===== config.mk =====
export PLATFORM = sky130hd
export DESIGN_NAME = input_arbiter_4_3bit
export DESIGN_NICKNAME = d
export VERILOG_FILES = /design/src/rtl/e1ofn_pkg.sv /design/src/rtl/dr_completion_det.sv /design/src/rtl/input_arbiter_4_3bit.sv
export SDC_FILE = /design/constraint.sdc
export NUM_CORES = 1
export LEC_CHECK = 0
export ABC_AREA = 1
export CORE_MARGIN = 2
export CORE_UTILIZATION = 39
export DETAILED_ROUTE_END_ITERATION = 10
export GPL_TIMING_DRIVEN = 1
export PLACE_DENSITY = 0.65
export SKIP_LAST_GASP = 1
export SYNTH_ARGS = -nofsm -noshare
export SYNTH_HDL_FRONTEND = slang
export SYNTH_HIERARCHICAL = 1
export SYNTH_SLANG_ARGS = --single-unit

===== constraint.sdc =====
create_clock -name CLK -period 2.5 [get_ports CLK]
set_input_delay 0.5 -clock CLK [delete_from_list [all_inputs] [get_ports CLK]]
set_output_delay 0.5 -clock CLK [all_outputs]
set_load 0.01 [all_outputs]

===== src/rtl/e1ofn_pkg.sv =====
// Shared definitions for e1ofN (N=2) dual-rail control channels.
// Includes the token width, rail encode/decode helpers and the arbiter state type.
package e1ofn_pkg;

  localparam int M      = 3;
  localparam int NUM_IN = 4;

  typedef enum logic [1:0] {
    IDLE    = 2'd0,
    SEND    = 2'd1,
    RELEASE = 2'd2
  } arb_state_t;

  // Bit i uses the rail pair {d[2i+1] (true), d[2i] (false)}.
  function automatic logic [2*M-1:0] dr_encode(input logic [M-1:0] b);
    logic [2*M-1:0] r;
    r = '0;
    for (int i = 0; i < M; i++) begin
      r[2*i+1] = b[i];
      r[2*i]   = ~b[i];
    end
    return r;
  endfunction

  function automatic logic [M-1:0] dr_decode(input logic [2*M-1:0] d);
    logic [M-1:0] b;
    b = '0;
    for (int i = 0; i < M; i++) begin
      b[i] = d[2*i+1];
    end
    return b;
  endfunction

  function automatic logic is_valid(input logic [2*M-1:0] d);
    logic v;
    v = 1'b1;
    for (int i = 0; i < M; i++) begin
      v = v & (d[2*i] ^ d[2*i+1]);
    end
    return v;
  endfunction

  function automatic logic is_neutral(input logic [2*M-1:0] d);
    return (d == '0);
  endfunction

endpackage


===== src/rtl/dr_completion_det.sv =====
// Completion detector for a 2M-rail dual-rail bus: flags a complete token or an all-low spacer.
module dr_completion_det #(
  parameter int M = 3
) (
  input  logic [2*M-1:0] i_d,
  output logic           o_valid,
  output logic           o_neutral
);

  // A token is complete only when every rail pair has exactly one rail high.
  always_comb begin
    o_valid = 1'b1;
    for (int i = 0; i < M; i++) begin
      o_valid = o_valid & (i_d[2*i] ^ i_d[2*i+1]);
    end
  end

  assign o_neutral = ~|i_d;

endmodule


===== src/rtl/input_arbiter_4_3bit.sv =====
// Four-input round-robin arbiter for dual-rail control tokens; emits the winning input index
// as a dual-rail token and runs the 4-phase enable handshake on both sides.
module input_arbiter_4_3bit
  import e1ofn_pkg::*;
(
  input  logic           CLK,
  input  logic           _RESET,
  input  logic [2*M-1:0] in1_d,
  output logic           in1_e,
  input  logic [2*M-1:0] in2_d,
  output logic           in2_e,
  input  logic [2*M-1:0] in3_d,
  output logic           in3_e,
  input  logic [2*M-1:0] in4_d,
  output logic           in4_e,
  output logic [2*M-1:0] out_d,
  input  logic           out_e
);

  logic [2*M-1:0]    w_in_d [NUM_IN];
  logic [NUM_IN-1:0] w_valid;
  logic [NUM_IN-1:0] w_neutral;

  arb_state_t        r_state, w_state_nxt;
  logic [1:0]        r_ptr, w_ptr_nxt;
  logic [1:0]        r_winner, w_winner_nxt;
  logic [NUM_IN-1:0] r_in_e, w_in_e_nxt;
  logic [2*M-1:0]    r_out_d, w_out_d_nxt;

  logic              w_req_found;
  logic [1:0]        w_req_idx;

  assign w_in_d[0] = in1_d;
  assign w_in_d[1] = in2_d;
  assign w_in_d[2] = in3_d;
  assign w_in_d[3] = in4_d;

  for (genvar g = 0; g < NUM_IN; g++) begin : g_det
    dr_completion_det #(.M(M)) u_det (
      .i_d      (w_in_d[g]),
      .o_valid  (w_valid[g]),
      .o_neutral(w_neutral[g])
    );
  end

  // First valid input at or after the pointer, scanning cyclically.
  always_comb begin
    w_req_found = 1'b0;
    w_req_idx   = r_ptr;
    for (int k = 0; k < NUM_IN; k++) begin
      logic [1:0] cand;
      cand = r_ptr + 2'(k);
      if (!w_req_found && w_valid[cand]) begin
        w_req_found = 1'b1;
        w_req_idx   = cand;
      end
    end
  end

  // All enables high only happens once we are settled in IDLE; the first edge after reset
  // just raises the enables, so no grant can slip out before the inputs see ready.
  always_comb begin
    w_state_nxt  = r_state;
    w_ptr_nxt    = r_ptr;
    w_winner_nxt = r_winner;
    w_in_e_nxt   = r_in_e;
    w_out_d_nxt  = r_out_d;
    unique case (r_state)
      IDLE: begin
        w_in_e_nxt  = '1;
        w_out_d_nxt = '0;
        if ((&r_in_e) && out_e && w_req_found) begin
          w_in_e_nxt[w_req_idx] = 1'b0;
          w_out_d_nxt           = dr_encode(M'(w_req_idx));
          w_winner_nxt          = w_req_idx;
          w_state_nxt           = SEND;
        end
      end
      SEND: begin
        if (!out_e) begin
          w_out_d_nxt = '0;
          w_state_nxt = RELEASE;
        end
      end
      RELEASE: begin
        if (out_e && w_neutral[r_winner]) begin
          w_in_e_nxt[r_winner] = 1'b1;
          w_ptr_nxt            = r_winner + 2'd1;
          w_state_nxt          = IDLE;
        end
      end
      default: begin
        w_state_nxt = IDLE;
      end
    endcase
  end

  always_ff @(posedge CLK or negedge _RESET) begin
    if (!_RESET) begin
      r_state  <= IDLE;
      r_ptr    <= 2'd0;
      r_winner <= 2'd0;
      r_in_e   <= '0;
      r_out_d  <= '0;
    end else begin
      r_state  <= w_state_nxt;
      r_ptr    <= w_ptr_nxt;
      r_winner <= w_winner_nxt;
      r_in_e   <= w_in_e_nxt;
      r_out_d  <= w_out_d_nxt;
    end
  end

  assign in1_e = r_in_e[0];
  assign in2_e = r_in_e[1];
  assign in3_e = r_in_e[2];
  assign in4_e = r_in_e[3];
  assign out_d = r_out_d;

endmodule


== Yosys cells after proc, flatten, opt, wreduce, memory -nomap -nowiden ==
Cells that the tools add are included.

* Logic and storage cells: 105
* Output and inout bits: 10
* Bits in registers: 16

* Bitwise operators: 24
* Magnitude comparators: 8
* $add $sub $neg: 4
* Equality and inequality tests: 5
* Mux-type cells: 31
* Reduce and logical (&&, ||, !) cells: 28

{| class="wikitable"
|+ Operators with widths
! operator !! number
|-
| OR reduction 6 bit || 4
|-
| less-than comparator 2 x 3 -> 1 bit (second input constant) || 6
|-
| 2-to-1 mux 2 bit || 6
|-
| case mux 6 bit (2 select lines) || 1
|-
| XOR 1 bit || 12
|-
| 2-to-1 mux 1 bit || 11
|-
| binary-select mux 1 bit (select 2 bit) || 5
|-
| AND 1 bit || 8
|-
| logical AND 1 bit || 8
|-
| 2-to-1 mux 4 bit || 2
|-
| case mux 4 bit (2 select lines) || 1
|-
| AND reduction 2 bit || 4
|-
| zero test 1 bit || 7
|-
| 2-to-1 mux 6 bit || 1
|-
| != test 2 bit (second input constant) || 3
|-
| case mux 2 bit (3 select lines) || 1
|-
| 2-to-1 mux 5 bit || 1
|-
| adder 2 x 1 -> 2 bit (second input constant) || 2
|-
| adder 2 bit (second input constant) || 2
|-
| demux 1 bit (select 2 bit) || 2
|-
| >= comparator 2 x 1 -> 1 bit (second input constant) || 2
|-
| NOT 4 bit || 1
|-
| bitwise OR 4 bit || 1
|-
| AND reduction 4 bit || 1
|-
| 6 further kinds || 8
|}

== Longest topological paths before layout ==
* Word-level depth: 22
* Depth in mapped cells: 17
* Mapped depth without buffers: 17

== Modules after synthesis ==
The synthesis kept the hierarchy.

{| class="wikitable"
|+ By module, submodules not included
! module !! area an instance (µm²) !! cells each !! times used !! seq. area each (µm²)
|-
| input_arbiter_4_3bit || 1,194.9 || 180 || 1 || 375.4
|-
| dr_completion_det || 87.6 || 15 || 4 || 0.0
|}

== Worst setup path after synthesis ==
OpenSTA, ideal clock, no wires.

* Path kind: input to register
* From: input in3_d[2]
* To: register r_in_e[2]
* Path slack: 0.616 ns
* Buffers on the path: 0
* Data arrival time: 1.767 ns
* Cell stages on the path: 15
* Cell sequence: inv_1 -> ha_1 -> inv_1 -> nor2_2 -> nand2_1 -> nand2_1 -> nand2_1 -> nand2_2 -> nand4_4 -> nand2_1 -> nand2_2 -> nor2_2 -> nand2_1 -> nand2_1 -> nand2_1

* Longest elaborated chain between the ends: 22
* Elaborated cells on any way between the ends: 40
* Classes of those cells: order compare: 2; eq/ne: 1; mux: 21; bitwise: 4; reduce/logical: 12

{| class="wikitable"
|+ Ends and longest elaborated chain
! what !! line !! source
|-
| start: declaration || input_arbiter_4_3bit.sv:12 || <nowiki>input logic [2*M-1:0] in3_d,</nowiki>
|-
| XOR 1 bit * || dr_completion_det.sv:14 || <nowiki>o_valid = o_valid & (i_d[2*i] ^ i_d[2*i+1]);</nowiki>
|-
| AND 1 bit * (2 in a row) || dr_completion_det.sv:14 ||
|-
| named net w_valid[2] || input_arbiter_4_3bit.sv:21 || <nowiki>logic [NUM_IN-1:0] w_valid;</nowiki>
|-
| binary-select mux 1 bit (select 2 bit) || input_arbiter_4_3bit.sv:53 || <nowiki>if (!w_req_found && w_valid[cand]) begin</nowiki>
|-
| 2-to-1 mux 1 bit (not written as such) || input_arbiter_4_3bit.sv:53 ||
|-
| 2-to-1 mux 1 bit || input_arbiter_4_3bit.sv:53 ||
|-
| zero test 1 bit || input_arbiter_4_3bit.sv:53 ||
|-
| logical AND 1 bit || input_arbiter_4_3bit.sv:53 ||
|-
| [... 6 more ...] || - ||
|-
| 2-to-1 mux 2 bit || input_arbiter_4_3bit.sv:53 ||
|-
| less-than comparator 2 x 3 -> 1 bit (not written as such) or >= comparator 2 x 1 -> 1 bit (tied branches) || input_arbiter_4_3bit.sv:73 || <nowiki>w_in_e_nxt[w_req_idx] = 1'b0;</nowiki>
|-
| logical AND 1 bit (not written as such) || input_arbiter_4_3bit.sv:73 ||
|-
| 2-to-1 mux 1 bit (not written as such) || input_arbiter_4_3bit.sv:73 ||
|-
| demux 1 bit (select 2 bit) || input_arbiter_4_3bit.sv:73 ||
|-
| NOT 4 bit (no source line) || - ||
|-
| 2-to-1 mux 4 bit * || input_arbiter_4_3bit.sv:72 || <nowiki>if ((&r_in_e) && out_e && w_req_found) begin</nowiki>
|-
| case mux 4 bit (2 select lines) * || input_arbiter_4_3bit.sv:68 || <nowiki>unique case (r_state)</nowiki>
|-
| end signal: assignment || input_arbiter_4_3bit.sv:109 || <nowiki>r_in_e <= w_in_e_nxt;</nowiki>
|-
| end: declaration || input_arbiter_4_3bit.sv:27 || <nowiki>logic [NUM_IN-1:0] r_in_e, w_in_e_nxt;</nowiki>
|}

The timed path passes the listed nets; every way through them passes the cells marked *. The select of a mux whose other input is x is not followed.
A chain may end at the register's enable or synchronous reset.

== Worst setup path in the final report ==
* From: input in4_d[4]
* To: register r_in_e[2]

* Longest elaborated chain between the ends: 21
* Elaborated cells on any way between the ends: 39
* Classes of those cells: order compare: 2; eq/ne: 1; mux: 21; bitwise: 3; reduce/logical: 12

{| class="wikitable"
|+ Ends and longest elaborated chain
! what !! line !! source
|-
| start: declaration || input_arbiter_4_3bit.sv:14 || <nowiki>input logic [2*M-1:0] in4_d,</nowiki>
|-
| XOR 1 bit * || dr_completion_det.sv:14 ||
|-
| AND 1 bit * || dr_completion_det.sv:14 ||
|-
| named net w_valid[3] || input_arbiter_4_3bit.sv:21 ||
|-
| binary-select mux 1 bit (select 2 bit) || input_arbiter_4_3bit.sv:53 ||
|-
| 2-to-1 mux 1 bit (not written as such) || input_arbiter_4_3bit.sv:53 ||
|-
| 2-to-1 mux 1 bit || input_arbiter_4_3bit.sv:53 ||
|-
| zero test 1 bit || input_arbiter_4_3bit.sv:53 ||
|-
| logical AND 1 bit || input_arbiter_4_3bit.sv:53 ||
|-
| [... 6 more ...] || - ||
|-
| 2-to-1 mux 2 bit || input_arbiter_4_3bit.sv:53 ||
|-
| less-than comparator 2 x 3 -> 1 bit (not written as such) or >= comparator 2 x 1 -> 1 bit (tied branches) || input_arbiter_4_3bit.sv:73 ||
|-
| logical AND 1 bit (not written as such) || input_arbiter_4_3bit.sv:73 ||
|-
| 2-to-1 mux 1 bit (not written as such) || input_arbiter_4_3bit.sv:73 ||
|-
| demux 1 bit (select 2 bit) || input_arbiter_4_3bit.sv:73 ||
|-
| NOT 4 bit (no source line) || - ||
|-
| 2-to-1 mux 4 bit * || input_arbiter_4_3bit.sv:72 ||
|-
| case mux 4 bit (2 select lines) * || input_arbiter_4_3bit.sv:68 ||
|}

Marked as above.

==> results.yml <==
clock_network:
  cts-buffers-inserted: 3
  clk_path_buf_depth: 2
  clockRootBuffer: "clkbuf_8"
  clock_latency_ns: 0.25
  cts_tree: "built"
  clkTransAtPathRegs_ns: 0.06
  h-tree-depth: 1
  cts.sinks: 15
synth:
  synth_top_family_by_area: "simple AND/OR/NAND/NOR gates"
  yosys.area.top_type_share_pct: 24.3
  avgSynthCellArea_um2: 6.44
  synth_cell_type_count: 23
  ys_ff_latch: 15
  synth_xor_xnor_area_share_pct: 0
  synth_area_mm2: 0.00155
  yosys_warnings: 6
  synth_fp_nets: 283
  yosysTopAreaCell: "dfrtp_1"
  synthTopCellsByArea: "dfrtp_1, nand2_1, ha_1"
  synth-simple-area-share_pct: 42.2
  synthMuxAreaShare_pct: 0
  synthAdderAreaFrac_pct: 13.0
  synth-compound-area-share_pct: 5.10
  synthCells: 240
  ys_seq_area_share_pct: 24.3
finish:
  layout.nets: 324
  final_cell_mix: "nand2_1, inv_1, clkdlybuf4s50_1"
  synthToLayoutAreaGrowth_pct: 31.8
  finalInstanceArea_mm2: 0.00204
  n_antenna_cell: 0
  final_common_cell: "nand2_1"
  drive_above_1_share_pct: 15.7
run:
  drv_cap: 0
critical_path:
  crit_arrival_ns: 2.43
  crit_required_ns: 2.64
  path_class: "in -> reg"
  worstSetupStartpointType: "primary input"
  critPathMaxFanout: 5
  cp-end-kind: "flop"
global_route:
  grt_max_degree: 16
  antenna_found_initial: 0
  grt_overflow_total: 0
  grt_pass1_wl_um: 5870
  grt_pass1_vias: 1362
  grt_use_total_pct: 16.6
detailed_routing:
  dr_wl_met3_um: 167
  drt-initial-drc-count: 61
  dr_wl_met2_um: 1530
  final_antenna_net_count: 0
  vias: 1510
  wl_um: 3260
  highest_layer: "met4"
  drc: 0
  via_per_inst: 4.60
  drt-met1-wl_um: 1540
  wl_per_cell_um: 9.92
  dr.pass1.iters: 4
hold_path:
  hp-class: "reg -> reg"
timing:
  worstMarginPinSlew_ns: 0.673
  finalClockSkew_ns: 0.00548
  final-hold-violation-count: 0
  holdWs_ns: 0.532
  period_share_pct: 91.5
  rsz0062_at_grt: "false"
  finalSetupViolCount: 0
  clock.fmax_mhz: 437
  period_minus_slack_ns: 2.29
  slew_headroom_pct: 55.0
  tns_ns: 0
  drv_slew: 0
  setup_ws_ns: 0.212
floorplan:
  dieArea_mm2: 0.00448
  initial_core_util_pct: 41.3
  dieWidth_um: 66.9
  rows: 22
  ios: 37
  die_h_um: 66.9
  core-area_mm2: 0.00374
status:
  status: "finished clean"
place:
  port_buffers: 35
  preCtsSetupSlack_ns: -0.0975
  placed_cell_area_mm2: 0.00195
  place.gp.congestion: 0.876
  place_hpwl_um: 2650
pwr:
  irDropWorstVdd_v: 0.000372
  power_leakage_nw: 1.06
  p_per_area_mw_per_mm2: 916
[metal layers]
| metal | vias to the layer above | global-route usage (%) |
|---|---|---|
| li1 | 809 | - |
| met1 | 655 | 23.3 |
| met2 | 43 | 27.3 |
| met3 | 3 | 2.20 |
| met4 | 0 | 3.06 |
| met5 | - | 0 |
[repair_timing]
item                                    CTS  global route
endpoints found under the setup margin    0             5
resized for setup                         0             9
setup buffers                             0             1
hold buffers                              0             0
[per-stage QoR]
| stage | util [%] | power, mW | instances |
|---|---|---|---|
| global route | 54.4 | 2.08 | 328 |
| floorplan | - | 1.30 | 240 |
| finish | 54.4 | 1.87 | 328 |
| CTS | 53.3 | 1.85 | 327 |
| detailed placement | 52.0 | 1.64 | 323 |
| global placement | 52.0 | 1.63 | 323 |
[logic make-up after synthesis]
group	Yosys count
adders and majority gates	16
DFF	15
AOI/OAI and AO/OA	15
buffers and inverters	56
and+or+nand+nor	137
other	1
[Yosys cell counts]
| cell | count |
|---|---|
| a21oi_1 | 1 |
| buf_4 | 2 |
| buf_6 | 2 |
| clkinv_1 | 1 |
| conb_1 | 1 |
| dfrtp_1 | 15 |
| ha_1 | 16 |
| inv_1 | 46 |
| inv_2 | 4 |
| inv_4 | 1 |
| nand2_1 | 78 |
| nand2_2 | 7 |
| nand2_4 | 2 |
| nand3_1 | 15 |
| nand3_2 | 5 |
| nand4_1 | 3 |
| nand4_4 | 1 |
| nor2_1 | 12 |
| nor2_2 | 10 |
| nor3_1 | 4 |
| o21ai_0 | 7 |
| o21ai_1 | 4 |
| o22ai_1 | 3 |
[final timing paths]
path | endpoint | slack (ns) | cells past startpoint | start
worst max-delay path | r_in_e[2] | 0.21 | 16 | in4_d[4]
worst min-delay path | r_in_e[1] | 0.53 | 2 | r_in_e[1]
worst min register to register | r_in_e[1] | 0.53 | 2 | r_in_e[1]
worst max register to register | r_in_e[2] | 0.65 | 12 | r_ptr[1]
min in group asynchronous | r_state[1] | 0.65 | 1 | _RESET
max in group asynchronous | r_in_e[3] | 1.41 | 1 | _RESET
[cell type report]
cell class	count	area [µm²]
Tap cell	48	60.1
Inverter	52	198
Multi-Input combinational cell	169	970
Clock inverter	1	5.00
Fill cell	392	1710
Timing Repair Buffer	40	388
Sequential cell	15	375
Clock buffer	3	41.3
[worst max-delay path: stages]
cell,delay [ns]
clkdlybuf4s50_1,0.46
inv_1,0.04
ha_1,0.27
nand2_1,0.08
nor2_4,0.13
nand2_1,0.10
nand2_2,0.09
nand2_1,0.06
nand2_2,0.13
nand4_4,0.13
nand2_1,0.10
nand2_2,0.09
nor2_4,0.10
nand2_1,0.07
nand2_1,0.06
nand2_1,0.04
[where the power goes]
part           switching (mW)  leakage (nW)  internal, mW
sequential             0.0989         0.183         0.339
combinational           0.750         0.853         0.476
clock                  0.0918        0.0255         0.111
total                   0.941          1.06         0.926
[registers in the layout, summed over array words and instances (netlist names)]
signal,flops
r_winner,2
out_d,5
r_ptr,2
r_state,2
r_in_e,4
Note: power is estimated with default switching activity, not from simulation.
